`src/rtl/proc_cmd_sequencer.sv`:
```
// Command sequencer for the Processor control port.
// Each accepted command expands into the registered enable/address sequence
// that the Processor expects. When the command finishes, done pulses for one
// cycle, and err rides with done when the opcode was illegal.
module proc_cmd_sequencer #(
  parameter int unsigned RD_LAT   = 1,
  parameter int unsigned EXEC_LAT = 1
) (
  input  logic        clk,
  input  logic        reset,
  input  logic        cmd_valid,
  output logic        cmd_ready,
  input  logic [2:0]  cmd_op,
  input  logic [1:0]  cmd_rd,
  input  logic [1:0]  cmd_ra,
  input  logic [1:0]  cmd_rb,
  input  logic [8:0]  cmd_addr,
  input  logic [31:0] cmd_data,
  output logic        done,
  output logic        err,
  output logic [31:0] rsp_data,
  output logic        reg_write_enable,
  output logic        mem_write_enable,
  output logic        mem_read_enable,
  output logic [1:0]  reg_address1,
  output logic [1:0]  reg_address2,
  output logic [1:0]  alu_op,
  output logic [8:0]  mem_address,
  output logic [31:0] mem_data_in,
  input  logic [31:0] mem_data_out
);

  typedef enum logic [2:0] {
    S_IDLE,
    S_WMEM,
    S_RD,
    S_RWB,
    S_EXEC,
    S_WB
  } state_e;

  typedef enum logic [2:0] {
    OP_WMEM = 3'b000,
    OP_LOAD = 3'b001,
    OP_ADD  = 3'b010,
    OP_MUL  = 3'b011,
    OP_RMEM = 3'b100
  } op_e;

  localparam logic [3:0] RD_CNT   = 4'(RD_LAT - 1);
  localparam logic [3:0] EXEC_CNT = 4'(EXEC_LAT - 1);

  // FSM state, latency counter and latched command fields
  state_e      state_q, state_d;
  logic [3:0]  cnt_q, cnt_d;
  logic [2:0]  op_q, op_d;
  logic [1:0]  rd_q, rd_d;
  logic [1:0]  ra_q, ra_d;
  logic [1:0]  rb_q, rb_d;
  logic [8:0]  addr_q, addr_d;
  logic [31:0] data_q, data_d;

  // Registered outputs
  logic        rwe_q, rwe_d;
  logic        mwe_q, mwe_d;
  logic        mre_q, mre_d;
  logic [1:0]  ra1_q, ra1_d;
  logic [1:0]  ra2_q, ra2_d;
  logic [1:0]  alu_q, alu_d;
  logic [8:0]  maddr_q, maddr_d;
  logic [31:0] mdin_q, mdin_d;
  logic        done_q, done_d;
  logic        err_q, err_d;
  logic [31:0] rsp_q, rsp_d;

  logic        accept;
  logic        legal_op;

  assign accept    = cmd_valid && (state_q == S_IDLE);
  assign cmd_ready = (state_q == S_IDLE) && reset;

  assign reg_write_enable = rwe_q;
  assign mem_write_enable = mwe_q;
  assign mem_read_enable  = mre_q;
  assign reg_address1     = ra1_q;
  assign reg_address2     = ra2_q;
  assign alu_op           = alu_q;
  assign mem_address      = maddr_q;
  assign mem_data_in      = mdin_q;
  assign done             = done_q;
  assign err              = err_q;
  assign rsp_data         = rsp_q;

  // State register: FSM, counter, command fields and all outputs
  always_ff @(posedge clk or negedge reset) begin
    if (!reset) begin
      state_q <= S_IDLE;
      cnt_q   <= '0;
      op_q    <= '0;
      rd_q    <= '0;
      ra_q    <= '0;
      rb_q    <= '0;
      addr_q  <= '0;
      data_q  <= '0;
      rwe_q   <= 1'b0;
      mwe_q   <= 1'b0;
      mre_q   <= 1'b0;
      ra1_q   <= '0;
      ra2_q   <= '0;
      alu_q   <= '0;
      maddr_q <= '0;
      mdin_q  <= '0;
      done_q  <= 1'b0;
      err_q   <= 1'b0;
      rsp_q   <= '0;
    end else begin
      state_q <= state_d;
      cnt_q   <= cnt_d;
      op_q    <= op_d;
      rd_q    <= rd_d;
      ra_q    <= ra_d;
      rb_q    <= rb_d;
      addr_q  <= addr_d;
      data_q  <= data_d;
      rwe_q   <= rwe_d;
      mwe_q   <= mwe_d;
      mre_q   <= mre_d;
      ra1_q   <= ra1_d;
      ra2_q   <= ra2_d;
      alu_q   <= alu_d;
      maddr_q <= maddr_d;
      mdin_q  <= mdin_d;
      done_q  <= done_d;
      err_q   <= err_d;
      rsp_q   <= rsp_d;
    end
  end

  // Next state: latch fields on accept, step through phases using the counter
  always_comb begin
    state_d = state_q;
    cnt_d   = cnt_q;
    op_d    = op_q;
    rd_d    = rd_q;
    ra_d    = ra_q;
    rb_d    = rb_q;
    addr_d  = addr_q;
    data_d  = data_q;

    legal_op = 1'b0;
    case (cmd_op)
      OP_WMEM, OP_LOAD, OP_ADD, OP_MUL, OP_RMEM: legal_op = 1'b1;
      default:                                   legal_op = 1'b0;
    endcase

    if (accept) begin
      op_d   = cmd_op;
      rd_d   = cmd_rd;
      ra_d   = cmd_ra;
      rb_d   = cmd_rb;
      addr_d = cmd_addr;
      data_d = cmd_data;
    end

    case (state_q)
      S_IDLE: begin
        if (accept) begin
          case (cmd_op)
            OP_WMEM: state_d = S_WMEM;
            OP_LOAD, OP_RMEM: begin
              state_d = S_RD;
              cnt_d   = RD_CNT;
            end
            OP_ADD, OP_MUL: begin
              state_d = S_EXEC;
              cnt_d   = EXEC_CNT;
            end
            default: state_d = S_IDLE;
          endcase
        end
      end
      S_WMEM: state_d = S_IDLE;
      S_RD: begin
        if (cnt_q == '0) begin
          state_d = (op_q == OP_LOAD) ? S_RWB : S_IDLE;
        end else begin
          cnt_d = cnt_q - 4'd1;
        end
      end
      S_RWB: state_d = S_IDLE;
      S_EXEC: begin
        if (cnt_q == '0) begin
          state_d = S_WB;
        end else begin
          cnt_d = cnt_q - 4'd1;
        end
      end
      S_WB:    state_d = S_IDLE;
      default: state_d = S_IDLE;
    endcase
  end

  // Output decode from the upcoming state so every Processor-facing signal is registered
  always_comb begin
    rwe_d   = 1'b0;
    mwe_d   = 1'b0;
    mre_d   = 1'b0;
    ra1_d   = ra1_q;
    ra2_d   = ra2_q;
    alu_d   = alu_q;
    maddr_d = maddr_q;
    mdin_d  = mdin_q;

    done_d = ((state_q != S_IDLE) && (state_d == S_IDLE)) || (accept && !legal_op);
    err_d  = accept && !legal_op;
    rsp_d  = ((state_q == S_RD) && (cnt_q == '0) && (op_q == OP_RMEM)) ? mem_data_out : rsp_q;

    case (state_d)
      S_WMEM: begin
        mwe_d   = 1'b1;
        maddr_d = addr_d;
        mdin_d  = data_d;
      end
      S_RD: begin
        mre_d   = 1'b1;
        maddr_d = addr_d;
      end
      S_RWB: begin
        mre_d = 1'b1;
        rwe_d = 1'b1;
        ra1_d = rd_d;
      end
      S_EXEC: begin
        ra1_d = ra_d;
        ra2_d = rb_d;
        alu_d = (op_d == OP_MUL) ? 2'b01 : 2'b00;
      end
      S_WB: begin
        rwe_d = 1'b1;
        ra1_d = rd_d;
      end
      default: ;
    endcase
  end

endmodule

```
`config.mk`:
```
export PLATFORM = sky130hd
export DESIGN_NAME = proc_cmd_sequencer
export DESIGN_NICKNAME = d
export VERILOG_FILES = /design/src/rtl/proc_cmd_sequencer.sv
export SDC_FILE = /design/constraint.sdc
export NUM_CORES = 1
export LEC_CHECK = 0
export ABC_AREA = 1
export BUFFER_PORTS_ARGS = -buffer_cell sky130_fd_sc_hd__buf_2
export CAP_MARGIN = 20
export CORE_MARGIN = 1.5
export CORE_UTILIZATION = 46
export CTS_CLUSTER_DIAMETER = 40
export DETAILED_ROUTE_END_ITERATION = 10
export GPL_TIMING_DRIVEN = 0
export PLACE_DENSITY_LB_ADDON = 0.15
export SETUP_SLACK_MARGIN = 0.3
export SYNTH_ARGS = -nofsm -noshare
export SYNTH_HDL_FRONTEND = slang
export SYNTH_SLANG_ARGS = --single-unit
export TNS_END_PERCENT = 100
```
`constraint.sdc`:
```
create_clock -name clk -period 1.4 [get_ports clk]
set_input_delay 0.14 -clock clk [delete_from_list [all_inputs] [get_ports clk]]
set_output_delay 0.14 -clock clk [all_outputs]
set_load 0.05 [all_outputs]
```
==> metrics.md, run 1 <==
| Metric | Value |
|---|---|
| Pin count of the biggest net entering global routing | 84 |
| Worst hold path type | in -> async |
| Area after DPL | 6750 um^2 |
| Max VDD drop | 0.00202 V |
| Post-synth top area cell | dfrtp_1 |
| Worst-Skew Late Latency | 0.42 ns |
| ANT nets after route | 0 |
| Register area share after synthesis | 63.2% |
| DP Worst Slack | -0.324 ns |
| Peak Freq | 0.579 GHz |
| Placed Cells | 855 |
| Post-synthesis simple-gate area fraction | 20.6% |
| Syn Nets | 630 |
| Ys async rst share | 100% |
| Clock transition at path regs | 0.06 ns |
| Placer Congestion | 0.788 |
| WHS | -0.299 ns |
| Post-Synth XOR/XNOR Area | 0% |
| RSZ-0062 raised after global routing | yes |
| Final setup viols | 133 |
| Core outline area | 11,600 um^2 |
| Max_slew headroom | 62.7% |
| Crit. End Element | register |
| ANT cells | 0 |
| Syn_area_per_cell | 10.2 um^2 |
| CP Data Required Time | 1.71 ns |
| Max clock buf depth | 2 |
| Worst R2R Setup Slack | -0.33 ns |
| Die X | 113 um |
| CTS tree | yes |
| Reg2reg path depth | 9 |
| Status | complete, but fails checks |
| Final WS setup | -0.328 ns |
| Post-DP HPWL | 9010 um |
| Starting DRT DRC Count | 419 |
| R2R Path Start | state_q[1]$_DFF_PN0_ |
| Top-count cell post-synth | nand2_1 |
| Prevailing post-synth register cell | dfrtp_1 |
| Largest family of logic cells by synthesized area | simple AND/OR/NAND/NOR gates |
| Critical Path Source Type | register |
| Post-Syn Area | 5550 um^2 |
| Power Total | 26.5 mW |
| Detailed-route wire length | 18,300 um |
| Fin. Hold Viols | 57 |
| Top cells by count, synth | nand2_1, dfrtp_1, nor2_1, a31oi_1, mux2_2 |
| Vias | 5,339 |
| CTS Buf Count | 17 |
| Gate count after technology mapping | 543 |
| Synth Area in Compound Gates | 5.23% |
| Post-route cell area | 9770 um^2 |
| Arr. time, crit path | 2.04 ns |
| Routed length per instance | 17.7 um |
| Max Cap Viol | 0 |
| Die area | 12,700 um^2 |
| Share of Yosys cell area claimed by the top area cell type | 63.2% |
| Cts hold-fix bufs | 77 |
| Gr ovfl total | 0 |
| Antenna violations before repair | 0 |
| Violated checks | negative hold slack, negative setup slack |
| Fin cells | 1,035 |
| Tot GR Track Use | 23.7% |
| Standard-cell row count | 39 |
| EDFF count, synth | 0 |
| Adder-cell share of the synthesized area | 0.451% |
| Lkg Pwr | 4.88 nW |
| Worst-margin pin slew | 0.559 ns |
| First-pass GRT wire length | 23,600 um |
| Vias in the first global route | 4,890 |
| Post-synthesis cell type count | 31 |
| IO Count | 170 |
| Clk sinks | 140 |
| DRC Markers | 0 |
| Min Tclk post-route | 1.73 ns |
| Cell Pwr Density | 2710 nW/um^2 |
| Final Core Density | 84.5% |
| Setup TNS | -21.91 ns |
| Final Net Count | 969 |
| Drt first pass iters | 5 |
| Die H | 113 um |
| Capturing point of the worst reg2reg path | mem_data_in[5]$_DFFE_PN0P_ |
| Synthesized flop and latch total | 140 |
| Initial core utilization | 47.9% |
| Layout cell share with drive strength beyond 1 | 46.5% |
| Mux cell area share after synthesis | 6.50% |
| Htree depth | 4 |
| IO buf count | 168 |
| Synth area leaders | dfrtp_1, nand2_1, mux2_2, a31oi_1, nor2_1 |
| Ys Warns | 0 |
| Via-to-Cell Ratio | 5.16 |
| CTS Root Cell | clkbuf_16 |
| Kind of critical path | reg -> reg |
| Max Clock Skew | 0.0108 ns |
| Period utilization | 123% |
| Max Transition Viols Final | 0 |
| Area growth syn-to-layout | 76.2% |
| CP Max Fanout | 10 |
how the worst max path moves through the flow:
stage,start,endpoint,slack [ns],cells after the start
finish,state_q[1]$_DFF_PN0_,mem_data_in[5]$_DFFE_PN0P_,-0.33,9
global route,state_q[1]$_DFF_PN0_,mem_data_in[5]$_DFFE_PN0P_,-0.38,9
CTS,cnt_q[1]$_DFFE_PN0P_,mem_address[6]$_DFFE_PN0P_,-0.19,11
detailed placement,state_q[1]$_DFF_PN0_,mem_data_in[27]$_DFFE_PN0P_,-0.32,9
global placement,reset,cmd_ready,-1.85,4
floorplan,cnt_q[1]$_DFFE_PN0P_,rsp_data[10]$_DFFE_PN0P_,-0.08,7
cell usage in the layout, fill, tap and decap left out, types with 2 or more instances in the layout:
| cell | instances |
|---|---|
| clkbuf_1 | 2 |
| dfrtp_1 | 139 |
| nand3_2 | 6 |
| inv_2 | 5 |
| buf_2 | 84 |
| nor2_1 | 15 |
| o21ai_1 | 3 |
| nand2_1 | 176 |
| dlygate4sd3_1 | 77 |
| nand3_1 | 11 |
| buf_8 | 10 |
| a31oi_4 | 2 |
| nor2_2 | 17 |
| nor2_4 | 7 |
| clkbuf_8 | 4 |
| clkinv_2 | 3 |
| nand3_4 | 6 |
| mux2_2 | 25 |
| mux2_4 | 7 |
| a31oi_1 | 29 |
| a31oi_2 | 2 |
| bufinv_16 | 2 |
| nand2_4 | 11 |
| buf_4 | 55 |
| buf_6 | 105 |
| nand2_2 | 20 |
| o21ai_4 | 5 |
| o21ai_2 | 3 |
| and2_1 | 2 |
| clkbuf_16 | 23 |
| inv_1 | 14 |
| nand3b_1 | 2 |
| o21ai_0 | 2 |
report_power, final:
part           switching, mW  internal, mW  total [mW]
Combinational           8.87          5.96        14.8
Sequential              1.30          6.02        7.32
Clock                   1.63          2.72        4.35
registers in the layout (all words and copies together), names as in the netlist, 3 cells and up:
name / count
addr_q: 9
rsp_data: 32
cnt_q: 4
mem_data_in: 32
op_q: 3
data_q: 32
mem_address: 9
state_q: 3
critical path, cell delays in order, from the launching register on:
cell,delay [ns]
dfrtp_1,0.40
nor2_4,0.17
nand2_4,0.09
nor2_8,0.20
nand3_4,0.11
inv_4,0.10
buf_4,0.11
buf_8,0.12
nor2_1,0.06
a31oi_1,0.25
cell type report:
cell class                 count  area (um^2)
buffer                        22          277
fill                         596         1790
multi-input combinational    362         2300
inverter                      21         86.3
clock buffer                  22          474
tap                          143          179
sequential                   140         3500
timing repair buffer         318         2860
clock inverter                 7         91.3
per-layer routing:
layer / wire length, um / part of all wire, % / vias up / GRT usage, %
met2: 9870 / 54 / 211 / 40.5
li1: - / - / 2442 / -
met5: 0 / 0 / - / 0
met1: 6920 / 38 / 2646 / 29.2
met3: 1070 / 5.9 / 40 / 6.75
met4: 451 / 2.5 / 0 / 7.76
logic make-up (layout without fill, tap and decap cells):
logic type	Yosys count	in the layout
adders and majority gates	2	2
and+or+nand+nor	278	279
other	1	1
buffers and inverters	43	390
muxes	32	32
DFF	140	140
AOI/OAI and AO/OA	47	48
timing repair:
| item | CTS | global route |
|---|---|---|
| hold endpoints to repair | 137 | 57 |
| buffers inserted | 12 | 54 |
| cloned | 2 | 6 |
| setup endpoints to repair | 224 | 224 |
| resized for setup | 69 | 298 |
| pin swaps | 8 | 30 |
Power figures use the tool's default switching activity.
==> run 2: changes to the inputs <==
--- a/config.mk
+++ b/config.mk
@@ -9,11 +9,12 @@
 export BUFFER_PORTS_ARGS = -buffer_cell sky130_fd_sc_hd__buf_2
 export CAP_MARGIN = 20
 export CORE_MARGIN = 1.5
-export CORE_UTILIZATION = 46
+export CORE_UTILIZATION = 51
 export CTS_CLUSTER_DIAMETER = 40
 export DETAILED_ROUTE_END_ITERATION = 10
 export GPL_TIMING_DRIVEN = 0
 export PLACE_DENSITY_LB_ADDON = 0.15
+export REMOVE_ABC_BUFFERS = 1
 export SETUP_SLACK_MARGIN = 0.3
 export SYNTH_ARGS = -nofsm -noshare
 export SYNTH_HDL_FRONTEND = slang
==> constraint.sdc (replaced) <==
create_clock -name clk -period 1.65 [get_ports clk]
set_input_delay 0.165 -clock clk [delete_from_list [all_inputs] [get_ports clk]]
set_output_delay 0.165 -clock clk [all_outputs]
set_load 0.05 [all_outputs]
==> metrics.md, run 2 (synthesis results as in run 1) <==
| Metric | Value |
|---|---|
| Status | complete, but fails checks |
| Violated checks | negative hold slack, negative setup slack |
| Worst-margin pin slew | 0.567 ns |
| CP Data Required Time | 2.02 ns |
| First-pass GRT wire length | 30,700 um |
| CTS Root Cell | clkbuf_8 |
| WHS | -0.368 ns |
| Die H | 107 um |
| Worst path slowest cell | a31oi_1 |
| Max VDD drop | 0.00162 V |
| CTS Buf Count | 17 |
| Min Tclk post-route | 2.21 ns |
| CP bufs+invs | 3 |
| Period utilization | 134% |
| Gr ovfl total | 0 |
| Multi-input gate area | 2980 um^2 |
| Max Transition Viols Final | 0 |
| Drt first pass iters | 7 |
| Clock transition at path regs | 0.07 ns |
| Max_slew headroom | 62.0% |
| Most common cell after layout, fill and taps aside | dfrtp_1 |
| Worst hold path type | in -> async |
| Tot GR Track Use | 36.2% |
| Reg area | 3510 um^2 |
| Routed length per instance | 29.7 um |
| Critical Path Source Type | register |
| CTS tree | yes |
| Pin count of the biggest net entering global routing | 106 |
| CP top delay family | simple AND/OR/NAND/NOR gates |
| Power Total | 24.7 mW |
| Fin cells | 1,014 |
| Crit. End Element | register |
| Layout cell share with drive strength beyond 1 | 57.0% |
| Final WS setup | -0.561 ns |
| Antenna violations before repair | 2 |
| Max clock buf depth | 2 |
| Fin. Hold Viols | 88 |
| ANT nets after route | 0 |
| Max Clock Skew | 0.0177 ns |
| Initial core utilization | 53.2% |
| Post-DP HPWL | 8040 um |
| Vias in the first global route | 5,936 |
| RSZ-0062 raised after global routing | yes |
| Detailed-route wire length | 30,100 um |
| CP peak stage delay | 0.50 ns |
| Max Cap Viol | 0 |
| Starting DRT DRC Count | 734 |
| Via-to-Cell Ratio | 6.52 |
| Placed Cells | 828 |
| Arr. time, crit path | 2.58 ns |
| Final setup viols | 103 |
| Standard-cell row count | 37 |
| Area growth syn-to-layout | 83.6% |
| Clk sinks | 140 |
| Htree depth | 4 |
| Worst-Skew Late Latency | 0.55 ns |
| Number of fill cells | 141 |
| Vias | 6,612 |
| Kind of critical path | reg -> reg |
| Placer Congestion | 0.816 |
| Commonest cells after routing, fill and taps aside | dfrtp_1, buf_2, nand2_1 |
| IO Count | 170 |
| Lkg Pwr | 5.00 nW |
| Die X | 107 um |
| Final Net Count | 951 |
| DRC Markers | 0 |
| Core outline area | 10,400 um^2 |
| Worst R2R Setup Slack | -0.56 ns |
| IO buf count | 168 |
| Die area | 11,500 um^2 |
| CP Max Fanout | 4 |
| Critical path's most frequent cell | buf_6 |
| Cell Pwr Density | 2420 nW/um^2 |
| Peak Freq | 0.452 GHz |
| Cell breakdown of the critical path | nor2_4, nand2_4, buf_6, buf_6, nor2_4, buf_6, nand2_2, a31oi_1 |
| DP Worst Slack | -1.31 ns |
-- run 2: cell count changes in the layout (fill, tap and decap cells not counted), moves of 7 or more --
cell	before	now
buf_12	0	8
buf_2	84	110
nor2_4	7	28
nor2_1	15	3
buf_16	1	8
nand2_1	176	104
buf_6	105	33
a31oi_1	29	22
nand2_2	20	57
buf_8	10	3
buf_4	55	41
clkbuf_4	1	27
nand2_4	11	43
-- run 2: per-layer routing --
metal	global-route usage [%]	vias to the layer above	part of all wire, %
met5	0	-	0
met4	19.9	0	11
met3	9.44	319	12
met2	62.6	751	46
met1	40.6	3123	30
li1	-	2419	-
-- run 2: power by group --
group | switching (mW) | internal, mW | leakage [nW]
clock | 1.68 | 2.05 | 0.257
combinational | 9.53 | 4.82 | 3.05
sequential | 1.50 | 5.10 | 1.69
total | 12.7 | 12.0 | 5.00
-- run 2: final timing paths --
check / from / end / cells past startpoint
min in group clk: cmd_valid / err$_DFF_PN0_ / 4
setup reg to reg: state_q[1]$_DFF_PN0_ / mem_data_in[2]$_DFFE_PN0P_ / 8
hold reg to reg: addr_q[4]$_DFF_PN0_ / addr_q[4]$_DFF_PN0_ / 2
setup / recovery: state_q[1]$_DFF_PN0_ / mem_data_in[2]$_DFFE_PN0P_ / 8
max in group asynchronous: reset / addr_q[7]$_DFF_PN0_ / 4
hold / removal: reset / data_q[30]$_DFF_PN0_ / 3
-- run 2: what timing repair did --
action | 4_1_cts | 5_1_grt
hold buffers | 80 | 1
endpoints found under the hold margin | 178 | 140
resized for setup | 220 | 224
setup buffers | 43 | 8
setup endpoints to repair | 139 | 192
gates cloned | 19 | 2
pin swaps | 48 | 45
-- run 2: cell type report --
cell class,instances,share of cell area [%]
diodes,1,0.0246
clock buffers,19,4.24
clock inverters,13,1.16
inverters,21,1.08
multi-input cells,366,29.3
flip-flops and latches,140,34.4
well taps,136,1.67
repair buffers,311,26.5
repair inverters,7,1.60
-- run 2: through the flow --
step	utilization [%]	instance area [um^2]	setup TNS, ns
2_1_floorplan	-	5410	-39.35
3_3_place_gp	61.6	6420	-304.60
3_5_place_dp	62.4	6500	-67.92
4_1_cts	88.6	9230	0
5_1_grt	97.7	10200	-12.31
6_report	97.7	10200	-11.46
-- run 2: worst register-to-register path: cells and delay by family, from the launching register on --
kind	cells	cell delay, ns
compound gates	1	0.50
simple gates	4	0.60
flops	1	0.45
buf+inv	3	0.49
